**src/rtl/output_divide_round_if.sv**
```systemverilog
// output_divide_round_if: operand stream into the divider and the pixel stream out of it.
// master drives DataIn/Denom/StartIn and observes StartOut/PixelOut/PixelCount/FrameDone.
// slave is the opposite side.
interface output_divide_round_if #(parameter int CNT_W = 19);
  logic [27:0] DataIn;
  logic [19:0] Denom;
  logic StartIn;
  logic StartOut;
  logic [7:0] PixelOut;
  logic [CNT_W-1:0] PixelCount;
  logic FrameDone;
  modport master (output DataIn, Denom, StartIn, input StartOut, PixelOut, PixelCount, FrameDone);
  modport slave (input DataIn, Denom, StartIn, output StartOut, PixelOut, PixelCount, FrameDone);
endinterface

```
**src/rtl/output_divide_round.sv**
```systemverilog
// output_divide_round: 10-stage pipelined round-to-nearest divide producing saturated 8-bit pixels.
// clock/reset_n: rising-edge clock, async active-low reset.
// bus.DataIn/Denom/StartIn: numerator, denominator, operand valid.
// bus.StartOut/PixelOut: result valid and pixel. bus.PixelCount/FrameDone: per-frame counter and last-pixel pulse.
module output_divide_round #(
  parameter int NUM_PIXELS = 307200,
  parameter int CNT_W = 19
) (
  input logic clock,
  input logic reset_n,
  output_divide_round_if.slave bus
);
  localparam logic [CNT_W-1:0] LAST = CNT_W'(NUM_PIXELS - 1);
  logic [9:0] v_q;
  logic [27:0] r_q [9];
  logic [27:0] r_d [9];
  logic [19:0] d_q [9];
  logic [19:0] d_d [9];
  logic [7:0] q_q [9];
  logic [7:0] q_d [9];
  logic [8:0] z_q, z_d, ov_q, ov_d;
  logic [7:0] pix_q, pix_d;
  logic [CNT_W-1:0] cnt_q, cnt_d;
  logic [27:0] sh;
  logic ge, up;
  logic [8:0] qr;
  always_comb begin
    sh = '0;
    ge = 1'b0;
    r_d[0] = bus.StartIn ? bus.DataIn : '0;
    d_d[0] = bus.StartIn ? bus.Denom : '0;
    q_d[0] = '0;
    z_d[0] = bus.StartIn && bus.Denom == '0;
    ov_d[0] = bus.StartIn && bus.DataIn >= {bus.Denom, 8'd0};
    for (int k = 1; k < 9; k++) begin
      sh = {8'd0, d_q[k-1]} << (8 - k);
      ge = r_q[k-1] >= sh;
      r_d[k] = !v_q[k-1] ? '0 : ge ? r_q[k-1] - sh : r_q[k-1];
      d_d[k] = v_q[k-1] ? d_q[k-1] : '0;
      q_d[k] = v_q[k-1] ? q_q[k-1] | (8'(ge) << (8 - k)) : '0;
      z_d[k] = v_q[k-1] & z_q[k-1];
      ov_d[k] = v_q[k-1] & ov_q[k-1];
    end
    // remainder is below D here, so doubling it in 29 bits is exact
    up = {r_q[8], 1'b0} >= {9'd0, d_q[8]};
    qr = {1'b0, q_q[8]} + {8'd0, up};
    pix_d = (!v_q[8] || z_q[8]) ? '0 : (ov_q[8] || qr[8]) ? 8'd255 : qr[7:0];
    cnt_d = !v_q[9] ? cnt_q : cnt_q == LAST ? '0 : cnt_q + 1'b1;
  end
  always_ff @(posedge clock or negedge reset_n) begin
    if (!reset_n) begin
      v_q <= '0;
      z_q <= '0;
      ov_q <= '0;
      pix_q <= '0;
      cnt_q <= '0;
      for (int k = 0; k < 9; k++) begin
        r_q[k] <= '0;
        d_q[k] <= '0;
        q_q[k] <= '0;
      end
    end else begin
      v_q <= {v_q[8:0], bus.StartIn};
      z_q <= z_d;
      ov_q <= ov_d;
      pix_q <= pix_d;
      cnt_q <= cnt_d;
      for (int k = 0; k < 9; k++) begin
        r_q[k] <= r_d[k];
        d_q[k] <= d_d[k];
        q_q[k] <= q_d[k];
      end
    end
  end
  assign bus.StartOut = v_q[9];
  assign bus.PixelOut = pix_q;
  assign bus.PixelCount = cnt_q;
  assign bus.FrameDone = v_q[9] && cnt_q == LAST;
endmodule

```
**src/flat_wrapper.sv**
```systemverilog
// flat-port wrapper written by rule: the top's interface ports become plain ports
module output_divide_round_flat 
#(
  parameter int NUM_PIXELS = 307200,
  parameter int CNT_W = 19
)
  (clock, reset_n, bus_DataIn, bus_Denom, bus_StartIn, bus_StartOut, bus_PixelOut, bus_PixelCount, bus_FrameDone);
  output_divide_round_if #(.CNT_W(CNT_W)) bus_i ();
  input logic clock;
  input logic reset_n;
  input wire logic [$bits(bus_i.DataIn)-1:0] bus_DataIn;
  input wire logic [$bits(bus_i.Denom)-1:0] bus_Denom;
  input wire logic [$bits(bus_i.StartIn)-1:0] bus_StartIn;
  output wire logic [$bits(bus_i.StartOut)-1:0] bus_StartOut;
  output wire logic [$bits(bus_i.PixelOut)-1:0] bus_PixelOut;
  output wire logic [$bits(bus_i.PixelCount)-1:0] bus_PixelCount;
  output wire logic [$bits(bus_i.FrameDone)-1:0] bus_FrameDone;
  assign bus_i.DataIn = bus_DataIn;
  assign bus_i.Denom = bus_Denom;
  assign bus_i.StartIn = bus_StartIn;
  assign bus_StartOut = bus_i.StartOut;
  assign bus_PixelOut = bus_i.PixelOut;
  assign bus_PixelCount = bus_i.PixelCount;
  assign bus_FrameDone = bus_i.FrameDone;
  output_divide_round #(.NUM_PIXELS(NUM_PIXELS), .CNT_W(CNT_W)) u_core (.clock(clock), .reset_n(reset_n), .bus(bus_i));
endmodule
```
**config.mk**
```make
export PLATFORM = sky130hd
export DESIGN_NAME = output_divide_round_flat
export DESIGN_NICKNAME = d
export VERILOG_FILES = /design/src/rtl/output_divide_round_if.sv /design/src/rtl/output_divide_round.sv /design/src/flat_wrapper.sv
export SDC_FILE = /design/constraint.sdc
export NUM_CORES = 1
export LEC_CHECK = 0
export BUFFER_PORTS_ARGS = -buffer_cell sky130_fd_sc_hd__clkbuf_2
export CAP_MARGIN = 20
export CORE_ASPECT_RATIO = 1.5
export CORE_MARGIN = 2
export CORE_UTILIZATION = 46
export DETAILED_ROUTE_END_ITERATION = 7
export PLACE_DENSITY = 0.69
export RECOVER_POWER = 25
export SLEW_MARGIN = 20
export SYNTH_ARGS = -nofsm -noshare
export SYNTH_HDL_FRONTEND = slang
export SYNTH_SLANG_ARGS = --single-unit
```
**constraint.sdc**
```tcl
create_clock -name clock -period 5.7 [get_ports clock]
set_clock_uncertainty 0.2 [all_clocks]
set_input_delay 0.57 -clock clock [delete_from_list [all_inputs] [get_ports clock]]
set_output_delay 0.57 -clock clock [all_outputs]
set_load 0.05 [all_outputs]
```
==> results.txt, run 1 <==
The clock transition at the register clock pins on the worst setup and hold paths after CTS came out at 0.06 ns. At the pin with the least slew margin, the transition time is 2.453 ns. The starting utilization of the core area is 0.4656. Hold repair after CTS inserted 36 buffers. Setup repair after global routing left no endpoint under its margin. In this run, synthesis inferred 0 flip-flops with an integrated enable.

The checks that failed: max-capacitance violations, max-slew violations. The worst relative slew slack is -0.6353. The path class of the tightest hold or removal check is in -> reg.

For the final routed database, the setup TNS stands at 0 ns. Setup violations remaining at the end of the flow were counted as 0. In the final routed layout, each cell accounts on average for 16.42 um. For the number of antenna violations at the first check in global routing, the log shows 0.

TritonCTS built the clock tree. The number of logic stages on the critical path including buffering is 10. The highest ir drop seen on vdd came out at 283.6 uV. The kind of cell with the highest combined delay along the critical path is compound AO/OA/AOI/OAI gates.

Counting instances in the post-synthesis netlist gives the leading cell types as sky130_fd_sc_hd__dfrtp_1 (523), sky130_fd_sc_hd__nor2_1 (307), sky130_fd_sc_hd__inv_1 (262). From left edge to right edge, the die measures 207.1 um. The first global-routing pass estimated 105800 um of wire. The top-level I/O count is 80. The count of maximum capacitance violations is 4, and the total buffers and inverters traversed by the critical path is 1.

The worst flop-to-flop path startpoint was u_core.r_q[88]. The number of unique standard cell types used by synthesis is 89. The number of cells upsized or downsized after cts is 0, and the remaining number of nets flagged by the antenna check after routing is 0. The run gives 0 as the total grt overflow.

Largest net degree at the start of global routing: 167. The critical path is of the reg -> reg type. The power per cell area was 500.9 nW/um^2. Once the clock tree was built, the setup fixing pass inserted 0 buffers. During synthesis, Yosys emitted a total of 0 warnings.

The synthesized design contains 523 register bits. Share of synthesized area occupied by flip-flops and latches: 0.4600. The first detailed-routing pass took 4 iterations. The floorplan has 111 rows. The terminating pin of the worst hold path was u_core.d_q[170].

For the die area, the log shows 63900 um^2. A synthesized cell averages 9.513 um^2. The run gives 50340 um as the detailed-placement wirelength estimate. The flow ran to the end, but the final reports show violations. Once routing completed, OpenROAD measured the worst setup slack at 1.636 ns. For this run, the top clock speed supported by timing is 246.1 MHz. Peak per-stage delay on the critical path: 0.97 ns.

Of all nets on the critical path, the largest fanout is 28. For this block, the initial DRC count from the detailed router was 904. In this run the deepest clock path goes through 3 buffers. For this design, the sink count on the clock tree is 523.

The ratio of routed vias to standard cells works out to 5.302. Synthesis handed over a netlist of 2991 instances. The launch instance of the worst min-delay path is bus_Denom[10]. The sort of element at the end of the critical path was a flop. Traced cell by cell, the critical path runs through ha_1 -> nor2b_1 -> o21ai_0 -> a21boi_0 -> o311ai_0 -> a21oi_1 -> nor2_4 -> inv_2 -> o211ai_1 -> mux2i_1. The run gives 0.2045 as the global routing usage summed across all routing layers. The tools report the clock root buffer as sky130_fd_sc_hd__clkbuf_16.

The fraction of final layout cells sized beyond drive strength 1 was 0.07577; the growth of design area from synthesis to finish was 11.76%. The routed layout has 20780 vias. The tools report the final weighted congestion of routability-driven global placement as 0.9504.

The number of nets handed over by synthesis was 3252. After synthesis the cells add up to 28450 um^2. Among all cell types in the netlist, the one instantiated most often is sky130_fd_sc_hd__dfrtp_1. In the post-synthesis netlist, the biggest area contributors are sky130_fd_sc_hd__dfrtp_1 (46%), sky130_fd_sc_hd__ha_1 (8.9%), sky130_fd_sc_hd__and2_1 (4.4%), sky130_fd_sc_hd__nor2_1 (4.1%), sky130_fd_sc_hd__a21oi_1 (3.5%).

The worst register-to-register path ends at u_core.r_q[78]. Data on the critical path arrives at its endpoint at 4.38 ns. The post-synthesis async set-or-reset flop share was 1.000; the cell count of the worst reg-to-reg path was 10. For the number of global-route vias before repair, the log shows 21950. Timing analysis after detailed placement gives a worst setup slack of 1.753 ns.

The run gives 6.02 ns as the required time reported for the critical path endpoint. Top flip-flop cell by instance count after synthesis: sky130_fd_sc_hd__dfrtp_1. The final cycle utilization of the critical path came out at 0.7130. The number of levels the H-tree was split into was 2; the top-area cell type share of the netlist area was 0.4600. Summed over all layers, the routed wires come to 64350 um.

For the total count of hold-check failures in the final report, the log shows 0. The vertical extent of the die is 308.6 um, and the leakage dissipation is 15.17 nW. The slowest stage of the critical path is the sky130_fd_sc_hd__o311ai_0 cell.

The instance count along the most critical hold path was 2. Counting the buffers created by CTS gives 51. The startpoint type of the worst setup path was a flop.

The region available for standard cell placement spans 61110 um^2. The final layout contains 3346 nets. At the later pin of the worst-skew pair, clock insertion delay measures 0.60 ns. The minimum clock period is 4.064 ns. The final count of pins violating max slew is 267. The biggest area consumer among synthesized cells is sky130_fd_sc_hd__dfrtp_1. The number of remaining DRC errors is 0.

The count of buffers inserted at the top-level ports was 79; the worst-case register-to-register setup slack was 1.64 ns.
==> sequential cells by signal (all words and copies together) (netlist names) <==
register and cells:
u_core.z_q 9, u_core.bus.PixelCount 19, u_core.q_q 36, u_core.ov_q 9
u_core.d_q 180, u_core.bus.PixelOut 8, u_core.r_q 252, u_core.v_q 10
==> cells in the final DEF (no fill, tap or decap), types with 36 or more instances in the layout <==
cell type	n
sky130_fd_sc_hd__mux2i_1	45
sky130_fd_sc_hd__nor2_1	306
sky130_fd_sc_hd__and2_0	114
sky130_fd_sc_hd__ha_1	202
sky130_fd_sc_hd__inv_1	261
sky130_fd_sc_hd__a21oi_1	200
sky130_fd_sc_hd__nand2b_1	37
sky130_fd_sc_hd__nand3_1	69
sky130_fd_sc_hd__and2_1	86
sky130_fd_sc_hd__nand2_1	211
sky130_fd_sc_hd__nor2b_1	52
sky130_fd_sc_hd__nor3_1	43
sky130_fd_sc_hd__dlygate4sd3_1	36
sky130_fd_sc_hd__o21ai_0	103
sky130_fd_sc_hd__xnor2_1	91
sky130_fd_sc_hd__a21o_1	80
sky130_fd_sc_hd__dfrtp_1	523
sky130_fd_sc_hd__xor2_1	65
sky130_fd_sc_hd__clkbuf_2	78
sky130_fd_sc_hd__clkbuf_16	53
sky130_fd_sc_hd__o21a_1	37
==> routing by layer <==
layer / GRT usage / share of wire / vias up / wire [um]
li1: - / - / 10360 / -
met1: 0.1737 / 0.32 / 9832 / 20710
met2: 0.4249 / 0.57 / 364 / 36720
met3: 0.02335 / 0.023 / 223 / 1511
met4: 0.1512 / 0.084 / 0 / 5405
met5: 0 / 0 / - / 0
==> how the worst max path moves through the flow <==
stage,slack [ns],startpoint,end
floorplan,2.19,u_core.bus.PixelCount[0],bus_FrameDone
global placement,1.81,u_core.d_q[62],u_core.r_q[78]
detailed placement,1.75,u_core.d_q[62],u_core.r_q[78]
CTS,1.76,u_core.d_q[62],u_core.r_q[78]
global route,1.44,u_core.d_q[62],u_core.r_q[78]
finish,1.64,u_core.r_q[88],u_core.r_q[78]
==> cells by family after synthesis <==
family,share of synthesized area
xor+xnor,0.04802
simple gates,0.1926
flops,0.4600
mux,0.01583
fa+ha+maj,0.09446
compound gates,0.1395
buf+inv,0.04960
==> cell type report <==
type / count / area (um^2)
well taps: 791 / 989.7
inverters: 266 / 998.5
repair buffers: 138 / 937.1
diodes: 1 / 2.502
clock buffers: 74 / 1525
flip-flops and latches: 523 / 13090
clock inverters: 22 / 274.0
fillers: 5648 / 29310
multi-input cells: 2105 / 13980
==> stage by stage <==
step	std cells	utilization	power, mW	area, um^2	hold WS, ns
after CTS	3919	0.5207	16.02	31820	0.0008704
final	3920	0.5204	15.93	31800	0.03800
after global placement	3787	0.4854	12.32	29660	0.2407
after global routing	3919	0.5203	17.12	31800	0.02870
after detailed placement	3787	0.4854	12.40	29660	0.2393
after floorplan	2991	-	10.52	28450	0.07441
==> report_power, final <==
part           internal, mW  switching, mW
Clock                  2.10           1.43
Sequential             4.28          0.358
Combinational          3.22           4.54
(Power assumes the default switching activity.)
==> run 2: changes to the inputs <==
- PLACE_DENSITY: 0.69 -> 0.71
- clock period: 5.7 -> 3.4 ns (I/O delays scaled with it)
==> run 2 against run 1 <==
Net effect:
- the run still ends with max-capacitance violations, max-slew violations left
- count of clock-buffer cells in the layout increased by 3
- critical path depth increased by 4
- non-clock buffer count is 118 higher
- critical path type unchanged
- highest routed layer unchanged
==> results.txt, run 2 (synthesis results as in run 1) <==
Reg-to-reg critical path endpoint: u_core.r_q[184]. The type of the worst setup path is reg -> reg. Leaving out filler cells and counting taps, the final layout contains 4031. The commonest non-fill, non-tap cell in the layout was sky130_fd_sc_hd__dfrtp_1.

Of all nets on the critical path, the largest fanout is 3. The clock drives 523 sinks. Across all register-to-register paths, the minimum setup slack is 0.08 ns. The net switching fraction of the power came out at 0.3923.

The checks that failed: max-capacitance violations, max-slew violations. The final weighted congestion of routability-driven global placement came out at 0.9776. Counting the buffers created by CTS gives 51. The buffer levels on the longest clock path was 3; the growth of design area from synthesis to finish was 15.32%.

Instance count along the most critical hold path: 1. At the pin with the least slew margin, the transition time is 1.607 ns. The path with the worst hold slack has its endpoint at u_core.q_q[4]. Counting cells, the worst reg-to-reg path comes to 14.

The power per cell area was 843.2 nW/um^2; the internal power of the cells was 16.81 mW. The run finished, with violations left. At the worst endpoint, the required time is 3.70 ns. The run gives 0.203 as the share of total power in the clock network.

In this run, placement finished with an instance count of 3886. Derived from the worst setup path, the maximum achievable clock frequency is 300.9 MHz. In the routed design, unresolved DRC markers number 0. The run gives -0.07103 as the worst relative slew slack. TritonCTS built the clock tree. After detailed routing, the number of vias per cell comes to 5.293. The mean routed wirelength per cell came out at 16.28 um.

The worst flop-to-flop path startpoint is u_core.r_q[202]. The sort of element at the end of the critical path was a flop. The first global-routing pass estimated 106200 um of wire. The flip-flop count of the largest register, all copies and words added was 252. The tool flagged a number of max-cap violations equal to 2. The final cycle utilization of the critical path was 0.9775; the vertical extent of the die was 308.6 um. Clock root buffer: sky130_fd_sc_hd__clkbuf_16. The library cells used most frequently in the layout, excluding fill and tap cells, are sky130_fd_sc_hd__dfrtp_1 (523), sky130_fd_sc_hd__nor2_1 (306), sky130_fd_sc_hd__inv_1 (263). In this run the power spent charging and discharging nets is 10.85 mW. The tightest min-delay check is of the reg -> reg type. The number of global-route vias before repair is 22300, and the number of diodes is 0.

For the insertion delay of the later-clocked pin in the worst-skew pair, the log shows 0.61 ns. The total number of placement rows was 111; the routed wire length was 65640 um. For the number of levels the H-tree was split into, the log shows 2. The total count of hold-check failures in the final report was 0.

The die area came out at 63900 um^2. Once detail routing completed, the nets flagged for antenna violations numbered 0. Final count of pins violating max slew: 109. For the finished layout, the period the worst path requires is 3.323 ns.

The floorplan step set the die width to 207.1 um. The run gives 51420 um as the detailed-placement wirelength estimate. For the starting utilization of the core area, the log shows 0.4656. The core footprint was 61110 um^2; the DRC violation total after the first TritonRoute iteration was 1134. The global routing usage summed across all routing layers is 0.2054, and the portion of total power attributed to combinational logic is 0.516. The largest registers in the layout are u_core.r_q (252), u_core.d_q (180), u_core.q_q (36). The largest net degree at the start of global routing was 93. The register with the highest flop count is u_core.r_q. The share of power burned in registers is 0.281. Total grt overflow: 0. Setup violations remaining at the end of the flow were counted as 0.

The final route contains 21340 vias. Input and output buffers added on the ports amount to 79. The fraction of final layout cells sized beyond drive strength 1 was 0.1065. Total power of the final layout: 27.67 mW. The launch instance of the worst min-delay path is u_core.q_q[12].

Summed over all cells, the static leakage comes to 15.76 nW. The run gives 80 as the top-level I/O count. For the number of antenna violations at the first check in global routing, the log shows 0. At the end of the flow, the number of nets in the layout was 3464.

The clock transition at the register clock pins on the worst setup and hold paths after CTS was 0.06 ns. The detailed-router iteration count before antenna repair was 5; the highest ir drop seen on vdd was 466.3 uV. The run gives 3.62 ns as the arrival time of the worst setup path.

Startpoint type of the worst setup path: a flop.
## run 2: repair_timing
action                                 CTS  global route
endpoints found under the hold margin  273             0
buffers inserted                         0             2
gates cloned                             0             2
pin swaps                                0             8
hold buffers                            51             0
setup endpoints to repair                1            65
gates resized for setup                  1            34
## run 2: metal layers
metal  global-route usage  wire [um]  share of wire
met3              0.02376       1610          0.025
met5                    0          0              0
met2               0.4222      36940           0.56
met1               0.1729      21280           0.32
met4               0.1648       5813          0.089
## run 2: layout make-up
type | instances | area, um^2
clock buffers | 77 | 1475
clock inverters | 13 | 198.9
fillers | 5480 | 28300
inverters | 266 | 998.5
multi-input cells | 2105 | 14080
flip-flops and latches | 523 | 13090
well taps | 791 | 989.7
repair buffers | 256 | 1982
## run 2: power by group through the flow
stage / Clock, mW / Sequential (mW) / Combinational (mW)
global placement: 0 / 7.86 / 13.7
detailed placement: 0 / 7.88 / 13.8
CTS: 5.75 / 7.77 / 14.0
global route: 6.01 / 7.87 / 15.8
floorplan: 0 / 7.80 / 9.84
finish: 5.61 / 7.78 / 14.3
## run 2: stage by stage
step	TNS (ns)	hold slack, ns	instance area [um^2]	util	setup slack, ns
floorplan	0	-0.1556	28450	-	0.2621
global placement	0	0.1257	30510	0.4992	0.04035
detailed placement	-0.01370	0.1339	30510	0.4992	-0.01370
CTS	0	0.07803	32690	0.5350	0.04344
global route	-0.1873	0.2652	32810	0.5369	-0.03419
finish	0	0.2459	32810	0.5369	0.07660
## run 2: worst max-delay path: stages (launching register included)
cell	delay [ns]
sky130_fd_sc_hd__dfrtp_1	0.37
sky130_fd_sc_hd__inv_1	0.06
sky130_fd_sc_hd__ha_1	0.20
sky130_fd_sc_hd__fa_2	0.22
sky130_fd_sc_hd__nand2b_1	0.17
sky130_fd_sc_hd__a21boi_1	0.08
sky130_fd_sc_hd__buf_4	0.15
sky130_fd_sc_hd__o21a_1	0.17
sky130_fd_sc_hd__buf_4	0.14
sky130_fd_sc_hd__o211a_1	0.25
sky130_fd_sc_hd__o21ai_1	0.17
sky130_fd_sc_hd__or4b_2	0.61
sky130_fd_sc_hd__o311ai_0	0.16
sky130_fd_sc_hd__mux2i_1	0.14
sky130_fd_sc_hd__nor2_1	0.12
## run 2: worst max-delay path by stage
stage | startpoint | endpoint | slack, ns | cells after the start
finish | u_core.r_q[202] | u_core.r_q[184] | 0.08 | 14
detailed placement | u_core.d_q[160] | u_core.r_q[221] | -0.01 | 12
global placement | u_core.d_q[1] | u_core.bus.PixelOut[1] | 0.04 | 18
CTS | u_core.d_q[1] | u_core.bus.PixelOut[1] | 0.04 | 18
floorplan | u_core.bus.PixelCount[0] | u_core.bus.PixelCount[11] | 0.26 | 9
global route | u_core.d_q[6] | u_core.bus.PixelOut[2] | -0.03 | 18
